<file path="src/rtl/rgb_pixel_assembler.sv">
// Packs an R,G,B byte stream into 24-bit pixels tagged with x/y position and
// line/frame markers, held in an output register under a valid/ready handshake.
module rgb_pixel_assembler #(
   parameter int IMG_WIDTH  = 640,
   parameter int IMG_HEIGHT = 480,
   parameter int X_W        = 10,
   parameter int Y_W        = 9
) (
   input  logic           clk,
   input  logic           rst_n,
   input  logic           flush,
   input  logic [7:0]     byte_in,
   input  logic           byte_valid,
   output logic           byte_ready,
   output logic [23:0]    rgb_pixel,
   output logic           pix_valid,
   input  logic           pix_ready,
   output logic [X_W-1:0] x,
   output logic [Y_W-1:0] y,
   output logic           sol,
   output logic           eol,
   output logic           sof,
   output logic           eof,
   output logic           frame_done
);

   localparam logic [1:0] PH_R = 2'd0;
   localparam logic [1:0] PH_G = 2'd1;
   localparam logic [1:0] PH_B = 2'd2;

   localparam logic [X_W-1:0] X_LAST = X_W'(IMG_WIDTH - 1);
   localparam logic [Y_W-1:0] Y_LAST = Y_W'(IMG_HEIGHT - 1);

   logic [1:0]     ph_q, ph_d;
   logic [7:0]     r_q, r_d;
   logic [7:0]     g_q, g_d;
   logic [X_W-1:0] xc_q, xc_d;
   logic [Y_W-1:0] yc_q, yc_d;

   logic [23:0]    pix_q, pix_d;
   logic           pix_valid_q, pix_valid_d;
   logic [X_W-1:0] x_q, x_d;
   logic [Y_W-1:0] y_q, y_d;
   logic           sol_q, sol_d;
   logic           eol_q, eol_d;
   logic           sof_q, sof_d;
   logic           eof_q, eof_d;
   logic           frame_done_q, frame_done_d;

   logic accept;
   logic b_accept;
   logic consume;

   // B may only enter when the output slot is empty or draining this cycle.
   assign byte_ready = rst_n && !flush && (ph_q != PH_B || !pix_valid_q || pix_ready);
   assign accept     = byte_valid && byte_ready;
   assign b_accept   = accept && (ph_q == PH_B);
   assign consume    = pix_valid_q && pix_ready;

   always_comb begin
      // NOTE: every signal takes its hold value first so no path through the
      // case/if tree leaves it unassigned and infers a latch.
      ph_d = ph_q;
      r_d  = r_q;
      g_d  = g_q;
      xc_d = xc_q;
      yc_d = yc_q;
      if (flush) begin
         ph_d = PH_R;
         xc_d = '0;
         yc_d = '0;
      end else if (accept) begin
         case (ph_q)
            PH_R: begin
               r_d  = byte_in;
               ph_d = PH_G;
            end
            PH_G: begin
               g_d  = byte_in;
               ph_d = PH_B;
            end
            default: begin
               ph_d = PH_R;
               if (xc_q == X_LAST) begin
                  xc_d = '0;
                  yc_d = (yc_q == Y_LAST) ? '0 : yc_q + 1'b1;
               end else begin
                  xc_d = xc_q + 1'b1;
               end
            end
         endcase
      end
   end

   always_comb begin
      pix_d        = pix_q;
      pix_valid_d  = pix_valid_q;
      x_d          = x_q;
      y_d          = y_q;
      sol_d        = sol_q;
      eol_d        = eol_q;
      sof_d        = sof_q;
      eof_d        = eof_q;
      frame_done_d = consume && eof_q;
      // A new pixel replaces a consumed one without a bubble.
      if (b_accept) begin
         pix_d       = {r_q, g_q, byte_in};
         pix_valid_d = 1'b1;
         x_d         = xc_q;
         y_d         = yc_q;
         sol_d       = (xc_q == '0);
         eol_d       = (xc_q == X_LAST);
         sof_d       = (xc_q == '0) && (yc_q == '0);
         eof_d       = (xc_q == X_LAST) && (yc_q == Y_LAST);
      end else if (consume) begin
         pix_valid_d = 1'b0;
      end
   end

   always_ff @(posedge clk or negedge rst_n) begin
      if (!rst_n) begin
         // NOTE: the R/G staging bytes are reset along with everything else so
         // no stale partial pixel survives a reset.
         ph_q         <= PH_R;
         r_q          <= '0;
         g_q          <= '0;
         xc_q         <= '0;
         yc_q         <= '0;
         pix_q        <= '0;
         pix_valid_q  <= 1'b0;
         x_q          <= '0;
         y_q          <= '0;
         sol_q        <= 1'b0;
         eol_q        <= 1'b0;
         sof_q        <= 1'b0;
         eof_q        <= 1'b0;
         frame_done_q <= 1'b0;
      end else begin
         // NOTE: non-blocking assignments so every flop samples pre-edge values.
         ph_q         <= ph_d;
         r_q          <= r_d;
         g_q          <= g_d;
         xc_q         <= xc_d;
         yc_q         <= yc_d;
         pix_q        <= pix_d;
         pix_valid_q  <= pix_valid_d;
         x_q          <= x_d;
         y_q          <= y_d;
         sol_q        <= sol_d;
         eol_q        <= eol_d;
         sof_q        <= sof_d;
         eof_q        <= eof_d;
         frame_done_q <= frame_done_d;
      end
   end

   assign rgb_pixel  = pix_q;
   assign pix_valid  = pix_valid_q;
   assign x          = x_q;
   assign y          = y_q;
   assign sol        = sol_q;
   assign eol        = eol_q;
   assign sof        = sof_q;
   assign eof        = eof_q;
   assign frame_done = frame_done_q;

endmodule

</file>
<file path="config.mk">
export PLATFORM = sky130hd
export DESIGN_NAME = rgb_pixel_assembler
export DESIGN_NICKNAME = d
export VERILOG_FILES = /design/src/rtl/rgb_pixel_assembler.sv
export SDC_FILE = /design/constraint.sdc
export NUM_CORES = 1
export LEC_CHECK = 0
export CAP_MARGIN = 5
export CELL_PAD_IN_SITES_DETAIL_PLACEMENT = 1
export CELL_PAD_IN_SITES_GLOBAL_PLACEMENT = 1
export CORE_AREA = 2 2 92 103
export CTS_CLUSTER_SIZE = 12
export DETAILED_ROUTE_END_ITERATION = 10
export DIE_AREA = 0 0 94 105
export PLACE_DENSITY = 0.92
export SYNTH_ARGS = -nofsm -noshare
export SYNTH_HDL_FRONTEND = slang
export SYNTH_SLANG_ARGS = --single-unit
</file>
<file path="constraint.sdc">
create_clock -name clk -period 3.8 [get_ports clk]
set_clock_uncertainty 0.15 [all_clocks]
set_input_delay 0.57 -clock clk [delete_from_list [all_inputs] [get_ports clk]]
set_output_delay 0.57 -clock clk [all_outputs]
set_load 0.05 [all_outputs]
</file>
==> results of run 1 <==
-- flip-flops by register name (all words and copies together) (netlist names) --
register	cells
eol	1
frame_done	1
xc_q	10
r_q	8
pix_valid	1
eof	1
rgb_pixel	24
x	10
sof	1
g_q	8
y	9
ph_q	2
yc_q	9
sol	1
-- cells by family (layout without fill, tap and decap cells) --
kind of cell    count (synthesis)  after routing  share of synthesized area [%]
mux                            19             19                           5.61
fa+ha+maj                       4              4                           1.34
simple gates                  205            205                           25.5
compound gates                 32             32                           5.18
xor+xnor                        7              7                           1.64
flops                          86             86                           57.5
buf+inv                        26             91                           3.21
-- area by class of cell --
cell class                 count  area, µm²
fill                         997       4100
sequential                    86       2150
multi-input combinational    267       1480
timing repair buffer          69        671
tap                          114        143
clock buffer                   9        124
clock inverter                 7       87.6
inverter                       6       22.5
-- power by group --
part           switching [mW]  internal [mW]
clock network           0.370          0.321
registers              0.0389          0.975
logic                   0.126         0.0854
-- what timing repair did --
action                                 CTS  global route
hold buffers                             1             0
endpoints found under the hold margin   18             0
gates resized for setup                  0             0
-- final timing paths --
path | start | endpoint | slack, ns | cells after the start
max in group asynchronous | rst_n | yc_q[7]$_DFFE_PN0P_ | 1.84 | 3
setup / recovery | rst_n | rgb_pixel[6]$_DFFE_PN0P_ | 0.93 | 8
hold / removal | g_q[6]$_DFFE_PN0P_ | rgb_pixel[14]$_DFFE_PN0P_ | 0.32 | 2
hold reg to reg | g_q[6]$_DFFE_PN0P_ | rgb_pixel[14]$_DFFE_PN0P_ | 0.32 | 2
setup reg to reg | ph_q[0]$_DFFE_PN0P_ | rgb_pixel[6]$_DFFE_PN0P_ | 1.44 | 6
min in group asynchronous | rst_n | ph_q[0]$_DFFE_PN0P_ | 0.51 | 2
-- metal layers --
metal  wire length [µm]  vias up  GRT usage [%]
li1                   -     1370              -
met1               3940     1488           25.8
met2               4970       72           37.0
met3                422       15           3.24
met4                161        0           6.63
met5                  0        -              0
-- stage by stage --
stage          instances  total power [mW]  hold slack (ns)  cell area, µm²
4_1_cts              558              1.94            0.320            4680
6_report             558              1.92            0.316            4680
3_3_place_gp         541              1.23            0.291            4460
2_1_floorplan        379              1.15            0.124            3740
5_1_grt              558              2.00            0.352            4680
3_5_place_dp         541              1.25            0.296            4460
-- critical path: stages --
cell           delay (ns)
dlygate4sd3_1        0.55
buf_4                0.30
nand3_2              0.15
nor3_2               0.38
nand2b_2             0.44
buf_4                0.38
nand2_1              0.11
nand2_1              0.06
-- placed cells by master (no fill, tap or decap), drive strengths merged, types with 9 or more instances in the layout --
cell           netlist  final
clkdlybuf4s50        0     60
nand3               13     13
nor2                11     11
dfrtp               86     86
inv                  6     11
o21ai               13     13
nor3                11     11
nand2              141    141
mux2                16     16
clkbuf               8      9
==> metrics.yaml, run 1 <==
status: "finished, final reports clean"
rows: 36
yosys_warnings: 0
max_freq_mhz: 349
synth_edf_count: 0
cp.arrival_ns: 2.97
numCtsBuffers: 9
max_cap_viol_count: 0
layout-drive-gt1-share_pct: 11.7
fin_ws_ns: 0.931
drv_slew: 0
min_period_ns: 2.87
cp_max_fo: 30
cts_sinks: 86
grt_max_degree: 69
vias_per_cell: 5.28
insertion_delay_ns: 0.37
setup_violations: 0
maxSlewHeadroom_pct: 42.7
final_util_pct: 53.3
post_synth_inst_count: 379
gp_congestion: 0.839
synth_area_leaders: "dfrtp_1, nand2_1, mux2_2"
grt_pass1_vias: 3281
rsz0062_at_grt: "false"
start_kind: "input pin"
antenna_found_initial: 0
crit_type: "input pin to flip-flop"
fin_tns_setup_ns: 0
pre_cts_slack_ns: 0.890
dr.pass1.iters: 4
die_h_um: 105
required_ns: 3.90
p_leak_nw: 2.19
cts_setup_buffers: 0
cts_tree: "built"
die_x_um: 94
dp_hpwl_um: 6790
num_antenna_cells: 0
clk_pin_slew_worst_paths_ns: 0.09
grt_pass1_wl_um: 16300
die-area_um2: 9870
grt.overflow.total: 0
fin_nets: 456
io_buffer_count: 62
synth_top_area_cell: "dfrtp_1"
cts_root_buffer: "clkbuf_8"
drt_iter0_drc: 71
p_per_area_nw_per_um2: 410
ys_async_sr_fraction_pct: 100
syn_area_um2: 3740
yosysMostFrequentCell: "nand2_1"
htreeDepth: 3
drt_wl_total_um: 9490
endpoint_kind: "flip-flop"
ys_ff_latch: 86
clock_tree.buffer_depth: 2
core-area_um2: 8780
yosysSeqAreaShare_pct: 57.5
tightestPinTransition_ns: 0.860
grt_use_total_pct: 20.9
ant_nets: 0
fin_crit_sh_pct: 75.5
hold_viol: 0
synthesis.nets: 396
vdd_drop_max_v: 0.000207
initial_core_util_pct: 42.6
yosys.cell_types.count: 42
ios: 63
synthFlopType: "dfrtp_1"
dr_total_vias: 2945
drcViolationCount: 0
avgRoutedWirePerCell_um: 17.0
hold_class: "flip-flop to flip-flop"
synth_area_per_cell_um2: 9.88
area_growth_pct: 25.0
netlist.area_leader.share_pct: 57.5
synth_common_cells: "nand2_1, dfrtp_1, mux2_2"
(Power assumes the default switching activity.)
==> inputs of run 2 (changes only) <==
CORE_AREA = 2 2 99 111   (was 2 2 92 103)
DIE_AREA = 0 0 101 113   (was 0 0 94 105)
PLACE_DENSITY = 0.85   (was 0.92)
clock period = 2.4 ns   (was 3.8 ns; I/O delays follow)
==> run 2 against run 1 <==
Net effect: die area is 16% higher; wire length grew 4.7%; first-iteration DRC count grew 130%; count of clock-buffer cells in the layout is 2 higher; setup slack lost 0.78 ns; utilization fell by 5.7 points; worst hold slack worse by 0.017 ns; via count grew 1.9%; cell area grew 4.1%; critical path type is now input pin to primary output; largest cell class unchanged.
==> metrics.yaml, run 2 (synthesis gave the netlist of run 1 again) <==
status: "finished, final reports clean"
p_seq_share_pct: 47.5  # -5.4 points
vdd_drop_max_v: 0.000282  # +36%
gp_congestion: 0.836  # -0.27%
cts_tree: "built"
fin_nets: 465  # +2.0%
slowest_stage: "dlygate4sd3_1"
clk_pin_slew_worst_paths_ns: 0.06  # -0.03 ns
tightestPinTransition_ns: 0.759  # -0.100 ns
htreeDepth: 3  # unchanged
cp_max_fo: 12  # -60%
start_kind: "input pin"
grt_pass1_wl_um: 16700  # +2.7%
endpoint_kind: "primary output"
ant_nets: 0  # unchanged
antenna_found_initial: 0  # unchanged
rsz0062_at_grt: "false"
max_freq_mhz: 445
maxSlewHeadroom_pct: 49.4  # +6.7 points
hold_class: "input pin to async pin"
io_buffer_count: 62  # unchanged
max_cap_viol_count: 0  # unchanged
switching_power_uw: 829  # +55%
p_leak_nw: 2.28  # +4.3%
design_area_um2: 4870  # +4.1%
cp.arrival_ns: 1.74  # -1.23 ns
area_growth_pct: 30.2
p_int_mw: 2.55  # +85%
vias_per_cell: 5.21  # -1.3%
cts_root_buffer: "clkbuf_16"
initial_core_util_pct: 36.5  # -6.1 points
num_antenna_cells: 0  # unchanged
grt_max_degree: 61  # -12%
dp_hpwl_um: 6840  # +0.77%
drt_wl_total_um: 9940  # +4.7%
die_h_um: 113  # +7.6%
rows: 39  # +8.3%
r2r-start: "xc_q[3]$_DFFE_PN0P_"
grt_pass1_vias: 3253  # -0.85%
final_cell_mix: "nand2_1, dfrtp_1, clkdlybuf4s50_1"
path_buf_inv: 3  # unchanged
min_period_ns: 2.25
clockPowerShare_pct: 42.2  # +6.2 points
grt_use_total_pct: 18.6  # -2.2 points
comb_power_share_pct: 10.3  # -0.7 points
ios: 63  # unchanged
drcViolationCount: 0  # unchanged
fin_tns_setup_ns: 0  # unchanged
core-area_um2: 10200  # +17%
dr_total_vias: 3001  # +1.9%
crit_family: "buffers and inverters"
cts_sinks: 86  # unchanged
required_ns: 1.89  # -2.01 ns
die_x_um: 101  # +7.4%
hold_viol: 0  # unchanged
insertion_delay_ns: 0.33  # -0.04 ns
crit_chain: "dlygate4sd3_1, buf_4, nand2b_1, a21oi_1, buf_12"
clock_tree.buffer_depth: 2  # unchanged
drv_slew: 0  # unchanged
place_area_um2: 4550  # +2.0%
p_sw_share_pct: 24.5  # -3.4 points
final_common_cell: "nand2_1"
die-area_um2: 11400  # +16%
r2r_end: "yc_q[1]$_DFFE_PN0P_"
crit_type: "input pin to primary output"
dr.pass1.iters: 4  # unchanged
numCtsBuffers: 9  # unchanged
grt.overflow.total: 0  # unchanged
avgRoutedWirePerCell_um: 17.3  # +1.4%
largest_reg_flops: 24  # unchanged
p_per_area_nw_per_um2: 694  # +69%
fin_crit_sh_pct: 93.7
reg2reg_setup_slack_ns: 0.39  # -1.05 ns
drt_iter0_drc: 166  # +130%
reg2reg_depth: 6  # unchanged
setup_violations: 0  # unchanged
layout-drive-gt1-share_pct: 13.5  # +1.8 points
hold_ws_ns: 0.300  # -0.0167 ns
slowest_delay_ns: 0.55  # about the same
run 2: cell types whose count changed in the layout (fill, tap and decap cells not counted), moves of 2 or more:
cell	change
clkinv_2	+2
inv_6	-3
inv_8	-2
clkbuf_8	-7
buf_4	+7
clkbuf_16	+9
run 2: final cells by class:
type	count	area [µm²]
Fill cell	1143	5370
Multi-Input combinational cell	267	1480
Inverter	6	22.5
Clock buffer	11	253
Timing Repair Buffer	78	754
Clock inverter	5	57.6
Sequential cell	86	2150
Tap cell	123	154
run 2: stage by stage:
step / worst slack (ns) / power [mW] / cells / utilization, %
3_5_place_dp: 0.0800 / 1.98 / 559 / 44.4
4_1_cts: 0.133 / 3.42 / 576 / 47.5
6_report: 0.151 / 3.38 / 576 / 47.6
3_3_place_gp: 0.187 / 1.96 / 559 / 44.4
2_1_floorplan: 0.213 / 1.82 / 379 / -
5_1_grt: 0.0466 / 3.51 / 576 / 47.6
run 2: how the worst max path moves through the flow:
stage | from | endpoint | slack, ns | cells past startpoint
2_1_floorplan | pix_valid$_DFFE_PN0P_ | ph_q[1]$_DFFE_PN0P_ | 0.21 | 5
3_3_place_gp | pix_ready | rgb_pixel[2]$_DFFE_PN0P_ | 0.19 | 8
3_5_place_dp | byte_valid | rgb_pixel[1]$_DFFE_PN0P_ | 0.08 | 8
4_1_cts | rst_n | rgb_pixel[1]$_DFFE_PN0P_ | 0.13 | 9
5_1_grt | rst_n | rgb_pixel[11]$_DFFE_PN0P_ | 0.05 | 9
6_report | rst_n | byte_ready | 0.15 | 5
run 2: power groups by stage:
| stage | sequential, mW | clock [mW] | combinational [mW] |
|---|---|---|---|
| 6_report | 1.60 | 1.43 | 0.348 |
| 3_3_place_gp | 1.62 | 0 | 0.337 |
| 4_1_cts | 1.61 | 1.46 | 0.354 |
| 2_1_floorplan | 1.70 | 0 | 0.119 |
| 5_1_grt | 1.61 | 1.52 | 0.377 |
| 3_5_place_dp | 1.63 | 0 | 0.347 |
run 2: timing repair:
action,4_1_cts,5_1_grt
endpoints found under the setup margin,0,7
endpoints found under the hold margin,26,0
resized for setup,0,1
hold buffers,1,0
setup buffers,0,0
run 2: metal layers:
| metal | vias up | routed length (µm) | global-route usage (%) |
|---|---|---|---|
| met2 | 68 | 5250 | 32.8 |
| met3 | 8 | 404 | 4.01 |
| li1 | 1393 | - | - |
| met1 | 1532 | 4180 | 23.1 |
| met4 | 0 | 102 | 4.86 |
| met5 | - | 0 | 0 |
